## src/rtl/axi4lite_regbank.sv

```systemverilog
// AXI4-Lite slave register bank with per-register RW / RO / W1C / PULSE behaviour.
// Independent write and read FSMs; one-cycle access strobes per register.

module axi4lite_regbank_reg #(
  parameter int              DW   = 32,
  parameter logic [1:0]      KIND = 2'd0,  // 0 RW, 1 RO, 2 W1C, 3 PULSE
  parameter logic [DW-1:0]   RST  = '0
) (
  input  logic            clk,
  input  logic            rst_n,
  input  logic            wr_en,
  input  logic [DW-1:0]   wdata,
  input  logic [DW/8-1:0] wstrb,
  input  logic [DW-1:0]   hw_d,
  input  logic [DW-1:0]   hw_set,
  output logic [DW-1:0]   q
);
  localparam logic [1:0] K_RW = 2'd0, K_RO = 2'd1, K_W1C = 2'd2, K_PULSE = 2'd3;

  logic [DW-1:0] q_r, bmask, wbits;

  always_comb begin
    bmask = '0;
    for (int b = 0; b < DW/8; b++) bmask[b*8 +: 8] = {8{wstrb[b]}};
  end
  assign wbits = wdata & bmask;

  // hw_set is OR'd after the clear so a simultaneous set wins
  always_ff @(posedge clk or negedge rst_n) begin
    if (!rst_n) q_r <= (KIND == K_PULSE) ? '0 : RST;
    else begin
      case (KIND)
        K_RW:    if (wr_en) q_r <= (q_r & ~bmask) | wbits;
        K_W1C:   q_r <= (q_r & ~(wr_en ? wbits : '0)) | hw_set;
        K_PULSE: q_r <= wr_en ? wbits : '0;
        default: q_r <= q_r;
      endcase
    end
  end

  assign q = (KIND == K_RO) ? hw_d : q_r;
endmodule

module axi4lite_regbank #(
  parameter int C_S_AXI_DATA_WIDTH = 32,
  parameter int C_S_AXI_ADDR_WIDTH = 11,
  parameter int REG_N              = 16,
  parameter logic [REG_N-1:0] RO_MASK    = '0,
  parameter logic [REG_N-1:0] W1C_MASK   = '0,
  parameter logic [REG_N-1:0] PULSE_MASK = '0,
  parameter logic [REG_N*C_S_AXI_DATA_WIDTH-1:0] RESET_VAL = '0
) (
  input  logic                              S_AXI_ACLK,
  input  logic                              S_AXI_ARESETN,
  input  logic [C_S_AXI_ADDR_WIDTH-1:0]     S_AXI_AWADDR,
  input  logic [2:0]                        S_AXI_AWPROT,
  input  logic                              S_AXI_AWVALID,
  output logic                              S_AXI_AWREADY,
  input  logic [C_S_AXI_DATA_WIDTH-1:0]     S_AXI_WDATA,
  input  logic [C_S_AXI_DATA_WIDTH/8-1:0]   S_AXI_WSTRB,
  input  logic                              S_AXI_WVALID,
  output logic                              S_AXI_WREADY,
  output logic [1:0]                        S_AXI_BRESP,
  output logic                              S_AXI_BVALID,
  input  logic                              S_AXI_BREADY,
  input  logic [C_S_AXI_ADDR_WIDTH-1:0]     S_AXI_ARADDR,
  input  logic [2:0]                        S_AXI_ARPROT,
  input  logic                              S_AXI_ARVALID,
  output logic                              S_AXI_ARREADY,
  output logic [C_S_AXI_DATA_WIDTH-1:0]     S_AXI_RDATA,
  output logic [1:0]                        S_AXI_RRESP,
  output logic                              S_AXI_RVALID,
  input  logic                              S_AXI_RREADY,
  output logic [REG_N*C_S_AXI_DATA_WIDTH-1:0] reg_q,
  input  logic [REG_N*C_S_AXI_DATA_WIDTH-1:0] reg_hw_d,
  input  logic [REG_N*C_S_AXI_DATA_WIDTH-1:0] reg_hw_set,
  output logic [REG_N-1:0]                  reg_wr_pulse,
  output logic [REG_N-1:0]                  reg_rd_pulse
);
  localparam int DW    = C_S_AXI_DATA_WIDTH;
  localparam int AW    = C_S_AXI_ADDR_WIDTH;
  localparam int LSB   = $clog2(DW/8);
  localparam int IDX_W = AW - LSB;
  localparam logic [1:0] K_RW = 2'd0, K_RO = 2'd1, K_W1C = 2'd2, K_PULSE = 2'd3;

  typedef enum logic {W_IDLE, W_RESP} wst_t;
  typedef enum logic {R_IDLE, R_DATA} rst_t;

  wst_t wst, wst_nxt;
  rst_t rst, rst_nxt;
  logic w_acc, r_acc, w_ok, r_ok;
  logic [IDX_W-1:0] widx, ridx;
  logic [REG_N-1:0] wr_sel, rd_sel;
  logic [REG_N-1:0][DW-1:0] q_arr;
  logic [DW-1:0] rd_val;
  logic unused_ok;

  assign widx = S_AXI_AWADDR[AW-1:LSB];
  assign ridx = S_AXI_ARADDR[AW-1:LSB];
  assign w_ok = 32'(widx) < REG_N;
  assign r_ok = 32'(ridx) < REG_N;
  assign unused_ok = ^{S_AXI_AWPROT, S_AXI_ARPROT, S_AXI_AWADDR[LSB-1:0], S_AXI_ARADDR[LSB-1:0]};

  // write FSM
  always_ff @(posedge S_AXI_ACLK or negedge S_AXI_ARESETN)
    if (!S_AXI_ARESETN) wst <= W_IDLE;
    else                wst <= wst_nxt;

  always_comb begin
    wst_nxt = wst;
    case (wst)
      W_IDLE:  if (w_acc) wst_nxt = W_RESP;
      W_RESP:  if (S_AXI_BREADY) wst_nxt = W_IDLE;
      default: wst_nxt = W_IDLE;
    endcase
  end

  // ready gated by reset so nothing is accepted before the first edge after release
  always_comb begin
    w_acc        = 1'b0;
    S_AXI_BVALID = 1'b0;
    case (wst)
      W_IDLE:  w_acc = S_AXI_ARESETN && S_AXI_AWVALID && S_AXI_WVALID;
      W_RESP:  S_AXI_BVALID = 1'b1;
      default: ;
    endcase
  end
  assign S_AXI_AWREADY = w_acc;
  assign S_AXI_WREADY  = w_acc;

  // read FSM
  always_ff @(posedge S_AXI_ACLK or negedge S_AXI_ARESETN)
    if (!S_AXI_ARESETN) rst <= R_IDLE;
    else                rst <= rst_nxt;

  always_comb begin
    rst_nxt = rst;
    case (rst)
      R_IDLE:  if (r_acc) rst_nxt = R_DATA;
      R_DATA:  if (S_AXI_RREADY) rst_nxt = R_IDLE;
      default: rst_nxt = R_IDLE;
    endcase
  end

  always_comb begin
    r_acc        = 1'b0;
    S_AXI_RVALID = 1'b0;
    case (rst)
      R_IDLE:  r_acc = S_AXI_ARESETN && S_AXI_ARVALID;
      R_DATA:  S_AXI_RVALID = 1'b1;
      default: ;
    endcase
  end
  assign S_AXI_ARREADY = r_acc;

  always_comb begin
    rd_val = '0;
    for (int i = 0; i < REG_N; i++)
      if (32'(ridx) == i) rd_val = q_arr[i];
  end

  // rd_val is sampled before the same-edge register update, so a colliding read sees the old value
  always_ff @(posedge S_AXI_ACLK or negedge S_AXI_ARESETN) begin
    if (!S_AXI_ARESETN) begin
      S_AXI_BRESP  <= 2'b00;
      S_AXI_RRESP  <= 2'b00;
      S_AXI_RDATA  <= '0;
      reg_wr_pulse <= '0;
      reg_rd_pulse <= '0;
    end else begin
      reg_wr_pulse <= wr_sel;
      reg_rd_pulse <= rd_sel;
      if (w_acc) S_AXI_BRESP <= w_ok ? 2'b00 : 2'b10;
      if (r_acc) begin
        S_AXI_RRESP <= r_ok ? 2'b00 : 2'b10;
        S_AXI_RDATA <= r_ok ? rd_val : '0;
      end
    end
  end

  for (genvar i = 0; i < REG_N; i++) begin : g_reg
    localparam logic [1:0] KIND = RO_MASK[i]    ? K_RO    :
                                  W1C_MASK[i]   ? K_W1C   :
                                  PULSE_MASK[i] ? K_PULSE : K_RW;
    assign wr_sel[i] = w_acc && (32'(widx) == i);
    assign rd_sel[i] = r_acc && (32'(ridx) == i);

    axi4lite_regbank_reg #(.DW(DW), .KIND(KIND), .RST(RESET_VAL[i*DW +: DW])) u_reg (
      .clk   (S_AXI_ACLK),
      .rst_n (S_AXI_ARESETN),
      .wr_en (wr_sel[i]),
      .wdata (S_AXI_WDATA),
      .wstrb (S_AXI_WSTRB),
      .hw_d  (reg_hw_d[i*DW +: DW]),
      .hw_set(reg_hw_set[i*DW +: DW]),
      .q     (q_arr[i])
    );
  end

  assign reg_q = q_arr;
endmodule

```

## config.mk

```make
export PLATFORM = sky130hd
export DESIGN_NAME = axi4lite_regbank
export DESIGN_NICKNAME = d
export VERILOG_FILES = /design/src/rtl/axi4lite_regbank.sv
export SDC_FILE = /design/constraint.sdc
export NUM_CORES = 1
export LEC_CHECK = 0
export ABC_AREA = 0
export CORE_AREA = 8 8 645 647
export DETAILED_ROUTE_END_ITERATION = 7
export DIE_AREA = 0 0 653 655
export PLACE_DENSITY_LB_ADDON = 0.25
export SKIP_LAST_GASP = 1
export SYNTH_ARGS = -nofsm -noshare
export SYNTH_HDL_FRONTEND = slang
export SYNTH_HIERARCHICAL = 1
export SYNTH_SLANG_ARGS = --single-unit
```

## constraint.sdc

```tcl
create_clock -name S_AXI_ACLK -period 7.4 [get_ports S_AXI_ACLK]
set_clock_uncertainty 0.2 [all_clocks]
set_input_delay 1.85 -clock S_AXI_ACLK [delete_from_list [all_inputs] [get_ports S_AXI_ACLK]]
set_output_delay 1.85 -clock S_AXI_ACLK [all_outputs]
set_load 0.05 [all_outputs]
```

==> results of run 1 <==
-- through the flow --
stage | area [µm²] | instances | setup slack, ns | util [%] | total power (µW)
2_1_floorplan | 25840 | 1861 | 2.629 | - | 3458
3_3_place_gp | 39100 | 7896 | 1.282 | 9.648 | 3837
3_5_place_dp | 39100 | 7896 | 1.289 | 9.648 | 3838
4_1_cts | 41780 | 8040 | 1.586 | 10.31 | 7977
5_1_grt | 41780 | 8042 | 1.602 | 10.31 | 8092
6_report | 41790 | 8044 | 1.667 | 10.31 | 7782
-- cells by family (layout without fill, tap and decap cells) --
family,Yosys count,count (layout),share of synthesized area (%)
compound gates,279,279,8.084
buf+inv,97,848,1.884
other cells,1,6,0.01452
flops,580,580,56.18
mux,625,625,28.19
simple gates,278,278,5.643
-- worst paths after layout --
kind,startpoint,endpoint,slack (ns),cells after the start
max,S_AXI_ARVALID,S_AXI_ARREADY,1.67,4
min,S_AXI_RDATA[29],S_AXI_RDATA[29],0.30,2
max reg2reg,wst,flop,3.29,7
min reg2reg,S_AXI_RDATA[29],S_AXI_RDATA[29],0.30,2
max in group asynchronous,S_AXI_ARESETN,asynchronous set/reset pin,3.88,4
min in group asynchronous,S_AXI_ARESETN,asynchronous set/reset pin,0.81,1
-- synthesized netlist by cell type (3+ instances only) --
cell	instances	area, µm²
mux4_2	26	585.6
buf_2	32	160.2
nand2_2	64	400.4
a32oi_1	3	26.28
o31a_1	22	192.7
o21ai_0	19	95.09
a221oi_1	3	26.28
buf_6	4	45.04
clkbuf_1	28	105.1
a21boi_0	4	30.03
nand2b_1	18	112.6
a21oi_1	22	110.1
dfrtp_1	580	14510
nor2b_1	8	50.05
nand3b_1	6	45.04
nand3_1	12	60.06
nand2_1	50	187.7
nor2_1	68	255.2
o22ai_1	52	325.3
o2bb2ai_1	4	35.03
mux2_2	561	6317
a2bb2oi_1	29	254.0
a2111oi_0	3	26.28
o221ai_1	48	420.4
inv_1	13	48.80
nor3_1	29	145.1
o211ai_1	14	105.1
o31ai_1	22	165.2
a211oi_1	11	82.58
buf_1	5	18.77
o2111ai_1	3	26.28
mux2i_1	38	380.4
nand4_1	5	31.28
a22o_1	3	26.28
buf_4	14	105.1
-- layout by cell type, fill, tap and decap left out, types with 6 or more instances in the layout --
master / synthesis / routed
clkdlybuf4s50_1: 0 / 626
buf_4: 14 / 56
clkbuf_8: 0 / 15
nand3_1: 12 / 10
nor3_1: 29 / 25
o22ai_1: 52 / 52
inv_1: 13 / 12
clkinv_2: 0 / 10
nor2_2: 0 / 10
nor2_1: 68 / 58
o21ai_0: 19 / 19
nand3b_1: 6 / 6
a2bb2oi_1: 29 / 29
mux2i_1: 38 / 38
nand2_2: 64 / 67
o211ai_1: 14 / 14
mux4_2: 26 / 26
o31a_1: 22 / 22
a211oi_1: 11 / 11
o221ai_1: 48 / 48
clkbuf_16: 0 / 78
nand2_1: 50 / 47
clkbuf_1: 28 / 24
mux2_2: 561 / 561
nand2b_1: 18 / 17
o31ai_1: 22 / 22
dfrtp_1: 580 / 580
a21oi_1: 22 / 22
-- worst register-to-register path: cells and delay by family (launching register included) --
family	cells	cell delay (ns)
and+or+nand+nor	6	2.90
muxes	1	0.49
DFF	1	0.38
-- power groups by stage --
stage                     Sequential, µW  Combinational (µW)  Clock (µW)
after floorplan                     3300                 155           0
after global placement              3260                 580           0
after detailed placement            3260                 580           0
after CTS                           3200                 581        4200
after global routing                3200                 597        4300
final                               3200                 554        4030
-- routing by layer --
layer	vias up	wire, µm	track usage (%)	share of wire [%]
li1	8419	-	-	-
met1	11027	83040	10.81	39
met2	710	107500	16.94	50
met3	174	17280	3.611	8.1
met4	4	5809	2.310	2.7
met5	-	28	0	0.013
-- final cells by class --
cell class	count	area [µm²]	area share (%)
antenna	4	10.01	0.02395
tap	5428	6792	16.25
inverter	14	52.55	0.1258
clock inverter	27	434.2	1.039
multi-input combinational	1184	10920	26.14
sequential	580	14510	34.73
timing repair buffer	690	6813	16.30
clock buffer	117	2248	5.381
==> metrics.txt, run 1 <==
final hold violation count=0; vias in the first global route=21458; Critical Path AT=3.68 ns; proportion of power drawn by flip-flops and latches=41.1%; DRC=0; # setup viols final=0; crit-path max cell delay=~0.66 ns; Max-Cap Viols=0; relative slew slack=between 10% and 20%; #FFs+latches synth=580; hold_ws=0.2965 ns; CTS tree=yes; Final GP Congestion=0.7555; # port buffers=643; syn_area_per_cell=between 10 and 15 µm²; CP startpoint kind=input pin; Inserted Clock Buffers=78; post-synth cell types=67; P_int=roughly 5600 µW; crit path capture type=primary output; clock root cell=clkbuf_16; YS warnings=6; largest net degree at the start of global routing=160; vias=between 20000 and 25000; final worst-path cycle share=77.47%; Max Freq=174.4 MHz; Clk pin slew, worst setup/hold paths=0.06 ns; hold crit path type=flop to flop; EDFF count, synth=0; core area=between 0.4 and 0.5 mm²; Initial DRC Count=1226; cts hold-fix bufs=0; GRT Total Usage=around a tenth; gr ovfl total=0; area growth from synthesis to layout=61.76%; Max Transition Viols Final=0; crit path cell chain=clkdlybuf4s50_1 -> nand3b_1 -> clkinv_1 -> buf_12; cts repair resizes=0; final WL=213600 µm; Pleak=0.01661 µW; first-pass GRT wire length=265300 µm; post-CTS setup buffer count=0; Clock Power Share=51.8%; Switch Pwr=2145 µW; asr flop ratio synth=100.0%; crit path buf inv count=3; DRT Pass-1 Iters=5; FILL cells=46507; Starting Density=6.375%; Die ar.=roughly 0.43 mm²; die extent in x=653 µm; Routed Antenna Nets=0; CP Class=input pin to primary output; Worst-Margin Slew=1.259 ns; Final TNS setup=0 ns; VDD IR max=roughly 190 µV; HPWL after detailed placement=171400 µm; Net Sw Frac=27.57%; CP max-delay cell=clkinv_1; synthesized cell area=between 0.02 and 0.03 mm²; WL/cell=26.56 µm; Nets=3643; layout cells sized above 1=between 30% and 40%; Synth Flop Type=dfrtp_1; clock latency on the worst-skew pair=0.72 ns; outcome=completed; PwrDens=186.2 mW/mm²; required time of the critical path=between 5 and 6 ns; # IOs=1680; Die Span Y=roughly 660 µm; standard-cell row count=approximately 230; CTS max path bufs=3; cells after synthesis=1860; sequential-to-total area share from yosys stat=56.18%; min Tclk post-route=roughly 5.7 ns; clk sinks=580; drt via density=between 2 and 3; # H-tree levels=3; Logic pwr share=7.1%; RSZ-0062 raised after global routing=no; initial antenna violation count=37; Top Family by Delay on Critical Path=buffers and inverters; largest fanout on the critical path=9
Power figures use the tool's default switching activity.
==> inputs of run 2 (changes only) <==
Settings changed: CORE_AREA 8 8 645 647 to 8 8 651 653, DIE_AREA 0 0 653 655 to 0 0 659 661.
Clock period 7.4 ns to 5.6 ns, I/O delays scaled along.
==> metrics.txt, run 2 (synthesis results as in run 1) <==
final WL=212400 µm (-0.58%); Max Transition Viols Final=0 (unchanged); fin cells=8140 (+1.2%); clk sinks=580 (unchanged); Switch Pwr=2822 µW (+32%); FF/Latch Area=0.01451 mm² (unchanged); crit path capture type=flop; post-CTS setup buffer count=0 (unchanged); CTS max path bufs=3 (unchanged); largest fanout on the critical path=8 (-1); drt via density=2.504 (-0.93%); final hold violation count=0 (unchanged); crit-path max cell delay=0.82 ns (+0.16 ns); Pleak=0.01679 µW (+1.0%); Die Span Y=661 µm (+0.92%); min Tclk post-route=4.659 ns; placed cell count=7992 (+1.2%); Clock Power Share=52.1% (+0.3 points); most frequent cells in the layout=clkdlybuf4s50_1 (625), dfrtp_1 (580), mux2_2 (561), buf_4 (81), clkbuf_16 (78); # IOs=1680 (unchanged); Critical Path AT=4.98 ns (+1.30 ns); Logic pwr share=7.1% (about the same); WHS Path Cells=2 (unchanged); DRC=0 (unchanged); final worst setup slack=0.9411 ns (-0.7263 ns); Max Freq=214.6 MHz; Net Sw Frac=27.22% (-0.35 points); standard-cell row count=237 (+1.3%); VDD IR max=291.7 µV (+52%); fin util=10.19% (-0.13 points); GRT Total Usage=9.352% (-0.21 points); required time of the critical path=5.92 ns (+0.57 ns); Final TNS setup=0 ns (unchanged); Clk pin slew, worst setup/hold paths=0.06 ns (about the same); vias in the first global route=21780 (+1.5%); FILL cells=47328 (+1.8%); hold crit path type=flop to flop; initial antenna violation count=31 (-16%); Routed Antenna Nets=0 (unchanged); RSZ-0062 raised after global routing=no; final worst-path cycle share=83.19%; first-pass GRT wire length=264200 µm (-0.41%); # port buffers=643 (unchanged); area growth from synthesis to layout=63.33%; P_int=7547 µW (+34%); layout cells sized above 1=34.29% (+0.99 points); cts hold-fix bufs=0 (unchanged); CP max-delay cell=nor3_2; Stages on worst setup path=9 (+5); Worst-Margin Slew=1.353 ns (+0.09437 ns); proportion of power drawn by flip-flops and latches=40.8% (-0.3 points); hold_ws=0.2873 ns (-0.009159 ns); worst slack at placement=0.3547 ns (-0.9342 ns); crit path buf inv count=2 (-1); # setup viols final=0 (unchanged); WL/cell=26.10 µm (-1.7%); clock root cell=clkbuf_16; Top Family by Delay on Critical Path=simple AND/OR/NAND/NOR gates; gr ovfl total=0 (unchanged); crit path cell chain=clkdlybuf4s50_1 -> and4b_1 -> nand2_1 -> nor2_1 -> nand3b_1 -> nor3_2 -> buf_12 -> nand2_2 -> mux2_2; R2R depth=8 (+1); Die ar.=0.4356 mm² (+1.8%); Final GP Congestion=0.7665 (+1.5%); outcome=completed; Max-Cap Viols=0 (unchanged); Multi-input gate area=0.01093 mm² (about the same); CTS tree=yes; largest net degree at the start of global routing=167 (+4.4%); Inserted Clock Buffers=78 (unchanged); relative slew slack=9.492% (-6.3 points); vias=20386 (+0.26%); die extent in x=659 µm (+0.92%); Starting Density=6.236% (-0.14 points); CP Class=input pin to flop; HPWL after detailed placement=171300 µm (about the same); core area=0.4143 mm² (+2.2%); cts repair resizes=0 (unchanged); Initial DRC Count=964 (-21%); commonest non-fill, non-tap cell in the layout=clkdlybuf4s50_1; # H-tree levels=3 (unchanged); DRT Pass-1 Iters=5 (unchanged); Nets=3670 (+0.74%); clock latency on the worst-skew pair=0.72 ns (about the same); PwrDens=245.8 mW/mm² (+32%); CP startpoint kind=input pin
run 2: worst reg2reg max path, cell delays in order (launching register included):
cell	delay, ns
dfrtp_1	0.39
and4b_1	0.36
nand2_1	0.10
nor2_1	0.61
nand3b_1	0.37
nor3_2	0.82
buf_12	0.23
nand2_2	0.29
mux2_2	0.40
run 2: final timing paths:
check,from,endpoint,slack [ns]
setup / recovery,S_AXI_AWVALID,flop,0.94
hold / removal,S_AXI_RDATA[29],S_AXI_RDATA[29],0.29
setup reg to reg,wst,flop,1.68
hold reg to reg,S_AXI_RDATA[29],S_AXI_RDATA[29],0.29
max in group asynchronous,S_AXI_ARESETN,asynchronous set/reset pin,2.68
min in group asynchronous,S_AXI_ARESETN,asynchronous set/reset pin,0.70
run 2: final cells by class:
type / count / share of cell area, %
inverters: 14 / 0.1245
clock inverters: 29 / 1.171
flip-flops and latches: 580 / 34.40
well taps: 5497 / 16.30
clock buffers: 112 / 5.308
diodes: 7 / 0.04152
multi-input cells: 1184 / 25.91
repair buffers: 717 / 16.75
run 2: power by group through the flow:
stage	clock (µW)	sequential (µW)	combinational (µW)
floorplan	0	4370	205
global placement	0	4300	772
detailed placement	0	4310	771
CTS	5600	4230	773
global route	5750	4230	792
finish	5400	4230	737
run 2: routing by layer:
layer  wire length (µm)  vias up  GRT usage (%)
met3              18050      206          3.715
met1              82640    11054          10.42
met2             104500      637          16.35
met4               7186        4          2.811
met5                 28        -              0
li1                   -     8485              -
run 2: through the flow:
step           area, µm²  total power (µW)
2_1_floorplan      25840              4570
3_3_place_gp       39440              5077
3_5_place_dp       39440              5076
4_1_cts            42180             10600
5_1_grt            42180             10770
6_report           42190             10370
==> inputs of run 3 (changes only) <==
Clock period 5.6 ns to 4.4 ns, I/O delays scaled along.
==> metrics.txt, run 3 (synthesis results as in run 1) <==
Nets=3745 (+2.0%); Clk pin slew, worst setup/hold paths=0.05 ns (about the same); Tot Pwr=13060 µW (+26%); min Tclk post-route=3.775 ns; Net Sw Frac=27.05% (-0.17 points); Inserted Clock Buffers=79 (+1.3%); cts repair resizes=0 (unchanged); Max Freq=between 200 and 300 MHz; DRC=0 (unchanged); clk sinks=580 (unchanged); hold crit path type=input pin to asynchronous set/reset pin; Multi-input gate area=0.01093 mm² (unchanged); P_int=9530 µW (+26%); vias=20702 (+1.6%); final worst-path cycle share=85.80%; DRT Pass-1 Iters=5 (unchanged); die extent in x=659 µm (unchanged); RSZ-0062 raised after global routing=no; final hold violation count=0 (unchanged); Max Transition Viols Final=0 (unchanged); area growth from synthesis to layout=67.37%; R2R depth=7 (-1); VDD IR max=242.4 µV (-17%); crit-path max cell delay=0.49 ns (-0.33 ns); crit path capture type=primary output; cts hold-fix bufs=0 (unchanged); CTS tree=yes; commonest non-fill, non-tap cell in the layout=clkdlybuf4s50_1; Starting Density=6.236% (unchanged); # H-tree levels=3 (unchanged); reg2reg setup slack=1.18 ns (-0.50 ns); HPWL after detailed placement=172900 µm (+0.94%); Final GP Congestion=0.7811 (+1.9%); # setup viols final=0 (unchanged); FF/Latch Area=0.01451 mm² (unchanged); standard-cell row count=237 (unchanged); drt via density=2.520 (+0.61%); Logic pwr share=7.3% (+0.2 points); Routed Antenna Nets=0 (unchanged); WL/cell=25.91 µm (-0.72%); Final TNS setup=0 ns (unchanged); proportion of power drawn by flip-flops and latches=41.2% (+0.4 points); clock latency on the worst-skew pair=0.69 ns (-0.03 ns); CP startpoint kind=input pin; final WL=212900 µm (+0.21%); Die ar.=0.4356 mm² (unchanged); initial antenna violation count=28 (-9.7%); CP max-delay cell=clkinv_1; clock root cell=clkbuf_16; Initial DRC Count=1142 (+18%); CP Class=input pin to primary output; vias in the first global route=21990 (+0.96%); placed cell count=8066 (+0.93%); layout cells sized above 1=36.76% (+2.5 points); required time of the critical path=3.10 ns (-2.82 ns); Die Span Y=661 µm (unchanged); relative slew slack=23.08% (+14 points); first-pass GRT wire length=265200 µm (+0.40%); outcome=completed; r2r startpoint=wst; Worst-Margin Slew=1.150 ns (-0.2033 ns); # port buffers=643 (unchanged); largest net degree at the start of global routing=143 (-14%); hold_ws=0.06738 ns (-0.2199 ns); Pleak=0.01737 µW (+3.5%); Clock Power Share=51.5% (-0.6 points); post-CTS setup buffer count=0 (unchanged); Max-Cap Viols=0 (unchanged); FILL cells=47272 (-0.12%); most frequent cells in the layout=clkdlybuf4s50_1 (604), dfrtp_1 (580), mux2_2 (561), buf_4 (129), clkbuf_16 (79); GRT Total Usage=9.383% (+0.031 points); Critical Path AT=2.48 ns (-2.50 ns); gr ovfl total=0 (unchanged); PwrDens=302.1 mW/mm² (+23%); CTS max path bufs=3 (unchanged); core area=0.4143 mm² (unchanged); # IOs=1680 (unchanged); fin cells=8216 (+0.93%); largest fanout on the critical path=6 (-2); Switch Pwr=3534 µW (+25%); crit path cell chain=clkdlybuf4s50_1 -> nand3b_1 -> clkinv_1 -> buf_12
==> run 3: cell count changes in the layout (fill, tap and decap cells not counted), sizes merged <==
cell | before | now
buf | 92 | 187
clkdlybuf4s50 | 625 | 604
clkbuf | 112 | 117
inv | 17 | 14
bufinv | 7 | 5
clkinv | 16 | 17
clkinvlp | 3 | 4
==> run 3: cell type report <==
class | count | share of cell area (%)
diodes | 7 | 0.04051
multi-input cells | 1184 | 25.28
flip-flops and latches | 580 | 33.57
repair buffers | 791 | 18.87
well taps | 5497 | 15.91
clock inverters | 26 | 0.9405
inverters | 14 | 0.1215
clock buffers | 117 | 5.273
==> run 3: worst max path at each step <==
stage	from	end	slack [ns]
final	S_AXI_ARVALID	S_AXI_ARREADY	0.62
after global routing	S_AXI_ARVALID	S_AXI_ARREADY	0.61
after CTS	S_AXI_ARVALID	S_AXI_ARREADY	0.60
after detailed placement	S_AXI_AWADDR[6]	flop	0.1
after global placement	S_AXI_AWADDR[6]	flop	0.06
after floorplan	S_AXI_AWVALID	flop	0.79
==> run 3: per-layer routing <==
layer / track usage [%] / wire [µm] / vias up
met5: 0 / 13 / -
met4: 2.830 / 7109 / 2
met3: 3.572 / 17820 / 178
met2: 16.34 / 104800 / 681
met1: 10.60 / 83090 / 11228
li1: - / - / 8613
==> run 3: stage by stage <==
step	utilization, %	instance area, µm²	worst slack (ns)
floorplan	-	25840	0.7858
global placement	9.784	40530	0.05591
detailed placement	9.784	40530	0.09666
CTS	10.43	43220	0.6001
global route	10.43	43220	0.6130
finish	10.44	43240	0.6247
==> run 3: worst max-delay path: cells and delay by family <==
| kind | cells | cell delay, ns |
|---|---|---|
| buffers and inverters | 3 | 1.26 |
| AND/OR/NAND/NOR | 1 | 0.10 |
==> run 3: power groups by stage <==
stage	Combinational (µW)	Clock [µW]	Sequential (µW)
finish	956	6720	5380
global route	1030	7190	5380
CTS	999	7040	5380
detailed placement	996	0	5480
floorplan	260	0	5560
global placement	997	0	5480
